## src/rtl/video_out.sv

```systemverilog
// video_out: VGA raster counters, palette index pass-through and registered colour/sync pins.
// Optional feature macro VIDEO_SCANLINE_EN: halves colour on odd lines while scanline is high.
module video_out #(
    parameter int   H_ACTIVE  = 640,
    parameter int   H_FP      = 16,
    parameter int   H_SYNC    = 96,
    parameter int   H_BP      = 48,
    parameter int   V_ACTIVE  = 480,
    parameter int   V_FP      = 10,
    parameter int   V_SYNC    = 2,
    parameter int   V_BP      = 33,
    parameter logic HSYNC_POL = 1'b0,
    parameter logic VSYNC_POL = 1'b0
) (
    input  logic       clk,
    input  logic       reset,
    output logic [9:0] hpos,
    output logic [9:0] vpos,
    output logic       new_line,
    output logic       new_frame,
    input  logic [5:0] pix_idx,
    output logic [5:0] palidx,
    input  logic [3:0] pal_r,
    input  logic [3:0] pal_g,
    input  logic [3:0] pal_b,
    input  logic       scanline,
    output logic [3:0] vga_r,
    output logic [3:0] vga_g,
    output logic [3:0] vga_b,
    output logic       vga_hsync,
    output logic       vga_vsync,
    output logic       vga_de
);

    localparam int H_TOTAL = H_ACTIVE + H_FP + H_SYNC + H_BP;
    localparam int V_TOTAL = V_ACTIVE + V_FP + V_SYNC + V_BP;

    localparam logic [9:0] H_LAST     = 10'(H_TOTAL - 1);
    localparam logic [9:0] V_LAST     = 10'(V_TOTAL - 1);
    localparam logic [9:0] H_DE_END   = 10'(H_ACTIVE);
    localparam logic [9:0] V_DE_END   = 10'(V_ACTIVE);
    localparam logic [9:0] H_SYNC_BEG = 10'(H_ACTIVE + H_FP);
    localparam logic [9:0] H_SYNC_END = 10'(H_ACTIVE + H_FP + H_SYNC);
    localparam logic [9:0] V_SYNC_BEG = 10'(V_ACTIVE + V_FP);
    localparam logic [9:0] V_SYNC_END = 10'(V_ACTIVE + V_FP + V_SYNC);

    logic de_p0, hs_p0, vs_p0;
    logic de_p1, hs_p1, vs_p1, odd_p1;
    logic dim_p1;

    // Halve one colour channel for the scanline effect.
    function automatic logic [3:0] shade(input logic [3:0] c, input logic dim);
        return dim ? (c >> 1) : c;
    endfunction

    // Stage 0: raster counters and position decode
    always_ff @(posedge clk) begin
        if (reset) begin
            hpos <= '0;
            vpos <= '0;
        end else if (hpos == H_LAST) begin
            hpos <= '0;
            vpos <= (vpos == V_LAST) ? 10'd0 : vpos + 10'd1;
        end else begin
            hpos <= hpos + 10'd1;
        end
    end

    assign new_line  = (hpos == 10'd0);
    assign new_frame = new_line && (vpos == 10'd0);
    assign de_p0     = (hpos < H_DE_END) && (vpos < V_DE_END);
    assign hs_p0     = (hpos >= H_SYNC_BEG) && (hpos < H_SYNC_END);
    assign vs_p0     = (vpos >= V_SYNC_BEG) && (vpos < V_SYNC_END);

    // Stage 1: timing registered; palette lookup happens combinationally this cycle
    always_ff @(posedge clk) begin
        if (reset) begin
            de_p1  <= 1'b0;
            hs_p1  <= 1'b0;
            vs_p1  <= 1'b0;
            odd_p1 <= 1'b0;
        end else begin
            de_p1  <= de_p0;
            hs_p1  <= hs_p0;
            vs_p1  <= vs_p0;
            odd_p1 <= vpos[0];
        end
    end

    assign palidx = pix_idx;

`ifdef VIDEO_SCANLINE_EN
    assign dim_p1 = scanline && odd_p1;
`else
    logic cfg_unused;
    assign dim_p1     = 1'b0;
    assign cfg_unused = scanline ^ odd_p1;
`endif

    // Stage 2: pins; colour forced to black outside the active area
    always_ff @(posedge clk) begin
        if (reset) begin
            vga_r     <= 4'd0;
            vga_g     <= 4'd0;
            vga_b     <= 4'd0;
            vga_de    <= 1'b0;
            vga_hsync <= ~HSYNC_POL;
            vga_vsync <= ~VSYNC_POL;
        end else begin
            vga_r     <= de_p1 ? shade(pal_r, dim_p1) : 4'd0;
            vga_g     <= de_p1 ? shade(pal_g, dim_p1) : 4'd0;
            vga_b     <= de_p1 ? shade(pal_b, dim_p1) : 4'd0;
            vga_de    <= de_p1;
            vga_hsync <= hs_p1 ? HSYNC_POL : ~HSYNC_POL;
            vga_vsync <= vs_p1 ? VSYNC_POL : ~VSYNC_POL;
        end
    end

endmodule

```

## config.mk

```make
export PLATFORM = sky130hd
export DESIGN_NAME = video_out
export DESIGN_NICKNAME = d
export VERILOG_FILES = /design/src/rtl/video_out.sv
export SDC_FILE = /design/constraint.sdc
export NUM_CORES = 1
export LEC_CHECK = 0
export CORE_MARGIN = 3
export CORE_UTILIZATION = 46
export CTS_CLUSTER_DIAMETER = 200
export CTS_CLUSTER_SIZE = 16
export DETAILED_ROUTE_END_ITERATION = 6
export HOLD_SLACK_MARGIN = 0.15
export PLACE_DENSITY = 0.85
export REMOVE_ABC_BUFFERS = 1
export SLEW_MARGIN = 20
export SYNTH_ARGS = -nofsm -noshare
export SYNTH_HDL_FRONTEND = slang
export SYNTH_SLANG_ARGS = --single-unit
```

## constraint.sdc

```tcl
create_clock -name clk -period 4.62 [get_ports clk]
set_clock_uncertainty 0.1 [all_clocks]
set_input_delay 0.462 -clock clk [delete_from_list [all_inputs] [get_ports clk]]
set_output_delay 0.462 -clock clk [all_outputs]
set_load 0.1 [all_outputs]
```

==> run summary <==
Number of diodes = 0
Max Slew Vio Count = 0
H-tree lvl count = 2
Crit-path max FO = 8
Fin crit share = 75.3%
Asr flop ratio synth = 0%
Distinct cells, synth = 30
Filler cell count in the final layout = 269
Post-synth EDFFs = 0
Area of the die = 4190 µm²
Fin nets = 237
Ys flop type = dfxtp_1
DR iter-0 viols = 40
Die outline width = 64.8 µm
P_leak = 0.000790 µW
Status = finished clean
Post-synth top cells = dfxtp_1, nor2_1, and2_1
CP max stage cell = clkdlybuf4s50_1
Routed WL = 3190 µm
Clock sink count = 38
Synth top area cells = dfxtp_1, nor2_1, and2_1, buf_4, xor2_1
Mapped Cells = 168
Number of buffers and inverters on the critical path = 1
TritonCTS buffer count = 5
Syn-to-layout area delta = 33.1%
Worst Path Arrival = 2.92 ns
Crit. End Element = output port
Synth top area share = 47.9%
Post-synthesis compound-gate area fraction = 3.86%
Mux contribution to synthesized area = 0.630%
Clock tree root driver cell = clkbuf_4
Power Total = 633 µW
Seq/Total Area, Yosys = 47.9%
Max-cap violations = 0
RSZ-0062 raised after global routing = false
Worst-path clk slew = 0.11 ns
Post-Synth Simple-Gate Area = 30.2%
Post-Layout Inst Area = 2110 µm²
Core area = 3180 µm²
Max stage delay on crit path = 1.13 ns
WL per Instance = 12.4 µm
Endpoints failing setup = 0
Vias = 1278
Cell row count = 20
CP cell instances = nor2_1 > nand4b_1 > nor4_1 > and4_1 > clkdlybuf4s50_1
CTS tree = yes
Clk Latency, worst-skew pair = 0.33 ns
Synth Area in XOR/XNOR = 7.17%
PD cells = 299 nW/µm²
Count leader, synth = dfxtp_1
Maximum clock frequency = 288 MHz
Via/cell ratio = 4.97
Total gr overflow = 0
Hold Vio Cnt, Final = 0
Detailed placement HPWL = 2330 µm
Synthesized area = 1590 µm²
Cts hold-fix bufs = 0
Post-CTS Setup Bufs = 0
Ys Warns = 0
Worst Hold Class = reg2reg
DIE HEIGHT = 64.8 µm
RD Place Congestion = 0.829
Post-layout minimum cycle time = 3.48 ns
Area after DPL = 2050 µm²
Gr usage total = 16.0%
Vias in the first global route = 1167
Startpoint types = flip-flop
Synthesized flop and latch total = 38
Drt drc = 0
Dominant cell type by area after synthesis = dfxtp_1
Io pins = 64
Setup TNS Final = 0 ns
Peak supply drop = 186 µV
Cell family with most CP delay = buffers and inverters
Critical path data required time = 4.06 ns
Slew HR = 34.1%
Largest net degree at the start of global routing = 14
Initial Util = 50.0%
DRT Pass-1 Iters = 4
Syn_area_per_cell = 9.45 µm²
Tightest Pin Transition = 0.986 ns
Largest family of logic cells by synthesized area = simple AND/OR/NAND/NOR gates
CTS resizes = 0
Clk buf depth = 2
Routed Antenna Nets = 0
First-pass GRT wire length = 5250 µm
Fraction of layout cells with a size suffix above 1 = 5.63%
Initial antenna violation count = 0
Critical path class = reg2out
Port bufs = 50
Adder-cell share of the synthesized area = 3.15%
[registers in the layout, summed over array words and instances (netlist names)]
name,count
vpos,10
de_p1,1
hpos,10
vs_p1,1
vga_b,4
hs_p1,1
vga_de,1
vga_vsync,1
vga_r,4
vga_hsync,1
vga_g,4
[per-stage QoR]
step | util (%) | hold WS (ns) | std cells | worst slack (ns)
floorplan | - | 0.255 | 155 | -1.20
global placement | 64.6 | 0.258 | 249 | 1.56
detailed placement | 64.6 | 0.261 | 249 | 1.55
CTS | 66.5 | 0.285 | 257 | 1.17
global route | 66.5 | 0.303 | 257 | 0.997
finish | 66.5 | 0.280 | 257 | 1.14
[worst register-to-register path, delay by kind of cell (launching register included)]
family,cells,cell delay [ns]
flops,1,0.42
simple gates,3,1.12
compound gates,1,0.14
fa+ha+maj,1,0.25
[where the power goes]
group | internal, µW | leakage [µW] | switching, µW | total (µW)
combinational | 32.4 | 0.000446 | 86.1 | 118
clock | 73.8 | 0.0000353 | 101 | 175
sequential | 335 | 0.000309 | 4.36 | 339
[layout by cell type, fill, tap and decap left out, drive strengths merged, types with 2 or more instances in the layout]
cell and n:
clkdlybuf4s50 50, a21oi 5, xor2 7, nand4 5, nor2b 2, clkbuf 7
nor4 5, nand3 8, and4 2, xnor2 6, dfxtp 38, inv 6
o21ai 5, or3 5, ha 4, nor2 22, nand2 6, nor3 3
nand2b 2, and2 12, and3 4
[logic make-up after synthesis]
group           count (synthesis)
buf+inv                        19
flops                          38
fa+ha+maj                       4
compound gates                 11
xor+xnor                       13
mux                             1
simple gates                   82
[area by class of cell]
cell class	instances	area [µm²]	share of cell area [%]
inverter	6	22.5	1.07
sequential	38	761	36.0
tap	44	55.1	2.61
clock inverter	1	5.00	0.237
clock buffer	7	55.1	2.61
timing repair buffer	50	500	23.7
multi-input combinational	111	714	33.8
[path summary, 6_finish.rpt]
kind                start        end  slack (ns)  cells after the start
setup / recovery  hpos[5]  new_frame        1.14                      5
hold / removal      hs_p1  vga_hsync        0.28                      1
setup reg to reg  hpos[0]    vpos[9]        2.53                      5
hold reg to reg     hs_p1  vga_hsync        0.28                      1
[routing by layer]
layer  global-route usage (%)  part of all wire, %
met3                     5.72                   10
met1                     19.4                   44
met5                        0                    0
met4                     6.86                 0.91
met2                     25.5                   45
Power figures use the tool's default switching activity.
